$ cat src/rtl/simulador_esteira_garrafa.sv
// Plant model of the wine-bottle conveyor: turns motor/valve/actuator
// commands into station, fill-level and status sensors for the controller.
module simulador_esteira_garrafa #(
    parameter int unsigned PASSOS_ENTRE_ESTACOES = 8,
    parameter int unsigned TICKS_ENCHIMENTO      = 5
) (
    input  logic       i_clk,
    input  logic       i_reset,
    input  logic       i_passo_en,
    input  logic       i_motor,
    input  logic       i_valvula_enchimento,
    input  logic       i_atuador_vedacao,
    output logic       o_sensor_pos_enchimento,
    output logic       o_sensor_pos_cq,
    output logic       o_sensor_pos_lacre,
    output logic       o_sensor_garrafa_cheia,
    output logic       o_garrafa_vedada,
    output logic       o_erro_derrame,
    output logic [1:0] o_estacao,
    output logic [7:0] o_garrafas_concluidas
);

    localparam int unsigned DIST_W  = $clog2(PASSOS_ENTRE_ESTACOES);
    localparam int unsigned NIVEL_W = $clog2(TICKS_ENCHIMENTO + 1);
    localparam int unsigned CNT_W   = 8;

    localparam logic [DIST_W-1:0]  DIST_MAX  = DIST_W'(PASSOS_ENTRE_ESTACOES - 1);
    localparam logic [NIVEL_W-1:0] NIVEL_MAX = NIVEL_W'(TICKS_ENCHIMENTO);

    typedef enum logic [1:0] {
        ENTRADA    = 2'd0,
        ENCHIMENTO = 2'd1,
        CQ         = 2'd2,
        LACRE      = 2'd3
    } estacao_t;

    estacao_t           r_estacao,  w_estacao_next;
    logic [DIST_W-1:0]  r_dist,     w_dist_next;
    logic [NIVEL_W-1:0] r_nivel,    w_nivel_next;
    logic               r_vedada,   w_vedada_next;
    logic               r_erro,     w_erro_next;
    logic [CNT_W-1:0]   r_cnt,      w_cnt_next;

    // Sensor flops hold the decode of the state they accompany, so they
    // line up with the state registers without adding latency.
    logic               r_sens_ench, r_sens_cq, r_sens_lacre, r_sens_cheia;

    logic               w_alinhado_ench;
    logic               w_cheia;

    assign w_alinhado_ench = (r_estacao == ENCHIMENTO) && (r_dist == '0);
    assign w_cheia         = (r_nivel == NIVEL_MAX);

    // State register: conveyor position, fill level, flags and sensor decode
    always_ff @(posedge i_clk) begin
        if (i_reset) begin
            r_estacao    <= ENTRADA;
            r_dist       <= '0;
            r_nivel      <= '0;
            r_vedada     <= 1'b0;
            r_erro       <= 1'b0;
            r_cnt        <= '0;
            r_sens_ench  <= 1'b0;
            r_sens_cq    <= 1'b0;
            r_sens_lacre <= 1'b0;
            r_sens_cheia <= 1'b0;
        end else begin
            r_estacao    <= w_estacao_next;
            r_dist       <= w_dist_next;
            r_nivel      <= w_nivel_next;
            r_vedada     <= w_vedada_next;
            r_erro       <= w_erro_next;
            r_cnt        <= w_cnt_next;
            r_sens_ench  <= (w_estacao_next == ENCHIMENTO) && (w_dist_next == '0);
            r_sens_cq    <= (w_estacao_next == CQ)         && (w_dist_next == '0);
            r_sens_lacre <= (w_estacao_next == LACRE)      && (w_dist_next == '0);
            r_sens_cheia <= (w_nivel_next == NIVEL_MAX);
        end
    end

    // Next-state: movement, filling, spill detection and sealing on each step
    always_comb begin
        w_estacao_next = r_estacao;
        w_dist_next    = r_dist;
        w_nivel_next   = r_nivel;
        w_vedada_next  = r_vedada;
        w_erro_next    = r_erro;
        w_cnt_next     = r_cnt;

        if (i_passo_en) begin
            if (i_motor) begin
                if (r_dist == DIST_MAX) begin
                    w_dist_next = '0;
                    case (r_estacao)
                        ENTRADA:    w_estacao_next = ENCHIMENTO;
                        ENCHIMENTO: w_estacao_next = CQ;
                        CQ:         w_estacao_next = LACRE;
                        default: begin
                            // Leaving LACRE: the finished bottle is replaced by an empty one
                            w_estacao_next = ENTRADA;
                            w_nivel_next   = '0;
                            w_vedada_next  = 1'b0;
                            w_cnt_next     = CNT_W'(r_cnt + 1'b1);
                        end
                    endcase
                end else begin
                    w_dist_next = DIST_W'(r_dist + 1'b1);
                end
            end

            if (i_valvula_enchimento) begin
                if (i_motor || !w_alinhado_ench || w_cheia) begin
                    w_erro_next = 1'b1;
                end else begin
                    w_nivel_next = NIVEL_W'(r_nivel + 1'b1);
                end
            end

            if (i_atuador_vedacao && !i_motor && w_alinhado_ench && w_cheia) begin
                w_vedada_next = 1'b1;
            end
        end
    end

    assign o_sensor_pos_enchimento = r_sens_ench;
    assign o_sensor_pos_cq         = r_sens_cq;
    assign o_sensor_pos_lacre      = r_sens_lacre;
    assign o_sensor_garrafa_cheia  = r_sens_cheia;
    assign o_garrafa_vedada        = r_vedada;
    assign o_erro_derrame          = r_erro;
    assign o_estacao               = r_estacao;
    assign o_garrafas_concluidas   = r_cnt;

endmodule
$ cat config.mk
export PLATFORM = sky130hd
export DESIGN_NAME = simulador_esteira_garrafa
export DESIGN_NICKNAME = d
export VERILOG_FILES = /design/src/rtl/simulador_esteira_garrafa.sv
export SDC_FILE = /design/constraint.sdc
export NUM_CORES = 1
export LEC_CHECK = 0
export ABC_AREA = 1
export BUFFER_PORTS_ARGS = -buffer_cell sky130_fd_sc_hd__buf_4
export CORE_MARGIN = 2
export CORE_UTILIZATION = 45
export CTS_BUF_LIST = sky130_fd_sc_hd__clkbuf_2 sky130_fd_sc_hd__clkbuf_4 sky130_fd_sc_hd__clkbuf_8
export CTS_CLUSTER_DIAMETER = 30
export CTS_CLUSTER_SIZE = 14
export DETAILED_ROUTE_END_ITERATION = 16
export GPL_TIMING_DRIVEN = 0
export PLACE_DENSITY_LB_ADDON = 0.2
export RECOVER_POWER = 50
export SLEW_MARGIN = 40
export SYNTH_ARGS = -nofsm -noshare
export SYNTH_HDL_FRONTEND = slang
export SYNTH_SLANG_ARGS = --single-unit
$ cat constraint.sdc
create_clock -name i_clk -period 2.8 [get_ports i_clk]
set_clock_uncertainty 0.15 [all_clocks]
set_input_delay 0.14 -clock i_clk [delete_from_list [all_inputs] [get_ports i_clk]]
set_output_delay 0.14 -clock i_clk [all_outputs]
set_load 0.01 [all_outputs]
==> run summary <==
Run status: complete, no violations
RSZ-0062 raised after global routing: no
Leak Pwr: 0.632 nW
CP Launch Type: flip-flop
Sequential area share after synthesis: 37.8%
Setup slack, reg-to-reg: 720 ps
Synthesis-to-finish area growth: 17.2%
Crit-path max FO: 6
First-pass GRT wire length: 3550 um
Total CTS buffers: 3
Async SR Flop Fraction: 0%
Vias post-DR: 964
Syn avg cell area: 7.98 um2
Final HPWL DP: 1630 um
Crit path cell chain: ha_1 -> ha_1 -> nand2_1 -> nor2_8 -> inv_2 -> nand2_1 -> a21oi_1 -> dlygate4sd3_1
Hold_buf cts: 2
Num ports: 22
Power per cell area: 439 nW/um2
Hold Crit Depth: 5
Largest net degree at the start of global routing: 14
Largest cells by area after synthesis: dfxtp_1 38%, ha_1 11%, nand2_1 7.7%
Met2 wire len: 986 um
Ys Warns: 0
Final ANT Viol Nets: 0
Worst R2R End: o_garrafa_vedada$_SDFFE_PP0P_
DIE HEIGHT: 54.9 um
Dominant synthesized flop cell: dfxtp_1
Clock-pin slew on the worst setup and hold paths: 120 ps
Final Hold Vio Count: 0
DP Area: 1350 um2
Hold Path Class: input pin to flip-flop
Post-synth EDFFs: 0
Clock root cell: clkbuf_4
Buf+Inv Stages, Crit Path: 2
# port buffers: 20
Layout net count: 189
Clock sink count: 22
Clock buffer depth: 2
Highest routed layer: met3
Post-CTS Resized: 0
Post-Syn Area: 1160 um2
R2R cell count: 8
Number of global-route vias before repair: 847
Overflow after GRT: 0
Worst VDD drop: 249 uV
Max cap viols: 0
# setup viols final: 0
Delay of the slowest cell on the worst path: 550 ps
Top cell types by occurrence after synthesis: 24 x nand2_1, 22 x dfxtp_1, 20 x inv_1, 18 x nor2_1, 10 x ha_1
Mapped Nets: 162
DRC Markers: 0
Initial antenna violation count: 0
CTS H-Tree Depth: 1
Slew headroom: 80.6%
Crit Path Category: flip-flop to flip-flop
Die area: 3010 um2
Syn Inst Count: 146
Wire length on met3: 82 um
Critical path endpoint category: flip-flop
Cell with the most instances after synthesis: nand2_1
Total GRT Usage: 16.3%
Slew Limit Fails: 0
DRT Pass-1 Iters: 4
Die W: 54.9 um
Met1 WL: 1010 um
Gpl congestion: 0.723
Routed WL: 2080 um
Seq cells post-synth: 22
WP data required: 2850 ps
Detailed Route Iter0 Violations: 13
Clock latency on the worst-skew pair: 300 ps
Initial Util: 47.5%
Total negative slack: 0 ps
Row count: 18
RR Startpoint: r_dist[0]$_SDFF_PP0_
CP arrival: 2130 ps
Share of Yosys cell area claimed by the top area cell type: 37.8%
Measured slew at the worst slew-check pin: 289 ps
Fin crit share: 74.1%
Worst min-delay path endpoint: r_nivel[1]$_SDFF_PP0_
Post CTS Setup Buffer Count: 0
Hold Startpoint: i_valvula_enchimento
Final Critical Period: 2080 ps
Drt wl/cell: 10.3 um
Library cells used by synthesis: 23
Fraction of layout cells with a size suffix above 1: 17.4%
Critical path startpoint: r_dist[0]$_SDFF_PP0_
Top Family by Delay on Critical Path: buffers and inverters
Achievable Freq: 482 MHz
Dominant cell type by area after synthesis: dfxtp_1
TritonCTS clock tree: yes
Post-route cell area: 1370 um2
Core area: 2450 um2
# diodes: 0
Worst path slowest cell: dlygate4sd3_1
Via/cell ratio: 4.77
==> layout by cell type (no fill, tap or decap), types with 2 or more instances in the layout <==
cell type / netlist / final
buf_4: 1 / 5
inv_2: 3 / 3
o21ai_1: 5 / 2
a21oi_1: 9 / 9
nand4_1: 5 / 5
nand2_4: 3 / 3
nand2_2: 4 / 4
nor2_4: 2 / 2
ha_1: 10 / 10
clkbuf_4: 0 / 3
nor2_1: 18 / 18
clkbuf_1: 0 / 16
inv_1: 20 / 20
nand2_1: 24 / 24
dfxtp_1: 22 / 22
o21ai_0: 3 / 6
nand4_4: 2 / 2
dlygate4sd3_1: 0 / 2
nand3_1: 5 / 5
nor2_2: 4 / 4
==> metal layers <==
| layer | vias to the layer above | track usage [%] |
|---|---|---|
| met5 | - | 0 |
| met4 | 0 | 5.00 |
| met3 | 0 | 2.46 |
| met2 | 13 | 28.0 |
| met1 | 437 | 20.8 |
| li1 | 514 | - |
==> cell families after synthesis <==
kind of cell | count (synthesis) | synth area share [%]
and+or+nand+nor | 70 | 34.4
buffers and inverters | 25 | 8.38
DFF | 22 | 37.8
AOI/OAI and AO/OA | 19 | 8.70
adders and majority gates | 10 | 10.7
==> worst min-delay path: cells and delay by family <==
kind          cells  cell delay, ps
simple gates      4             250
buf+inv           1             120
==> through the flow <==
step | power, mW | instances | utilization (%) | hold slack (ps) | setup WS [ps]
floorplan | 0.352 | 146 | - | 153 | 1270
global placement | 0.365 | 196 | 55.1 | 245 | 1160
CTS | 0.608 | 202 | 58.1 | 80.7 | 720
global route | 0.630 | 202 | 55.6 | 93.9 | 612
finish | 0.599 | 202 | 55.6 | 88.8 | 725
detailed placement | 0.366 | 196 | 55.1 | 249 | 1100
==> layout make-up <==
cell class	count	area, um2
plain buffers	1	7.51
clock buffers	3	22.5
clock inverters	1	30.0
fillers	256	1090
inverters	24	90.1
multi-input cells	99	627
flip-flops and latches	22	440
well taps	30	37.5
repair buffers	22	110
==> sequential cells by signal, indices dropped and copies added (netlist names) <==
name / cells
o_garrafas_concluidas: 8
r_dist: 3
r_nivel: 3
o_estacao: 2
o_erro_derrame: 1
o_garrafa_vedada: 1
o_sensor_garrafa_cheia: 1
o_sensor_pos_cq: 1
o_sensor_pos_enchimento: 1
o_sensor_pos_lacre: 1
==> power by group <==
group          internal, mW  switching, mW
sequential            0.317        0.00285
clock                 0.145         0.0955
combinational        0.0141         0.0246
total                 0.476          0.123
==> worst max path at each step <==
stage                                             to  slack (ps)  cells after the start
2_1_floorplan  o_garrafas_concluidas[5]$_SDFFE_PP0P_        1270                      9
3_3_place_gp   o_garrafas_concluidas[5]$_SDFFE_PP0P_        1160                      9
3_5_place_dp   o_garrafas_concluidas[5]$_SDFFE_PP0P_        1100                      9
4_1_cts                o_garrafa_vedada$_SDFFE_PP0P_         720                      8
5_1_grt                o_garrafa_vedada$_SDFFE_PP0P_         610                      8
6_report               o_garrafa_vedada$_SDFFE_PP0P_         720                      8
No activity file was read; power rests on OpenSTA's default activity.
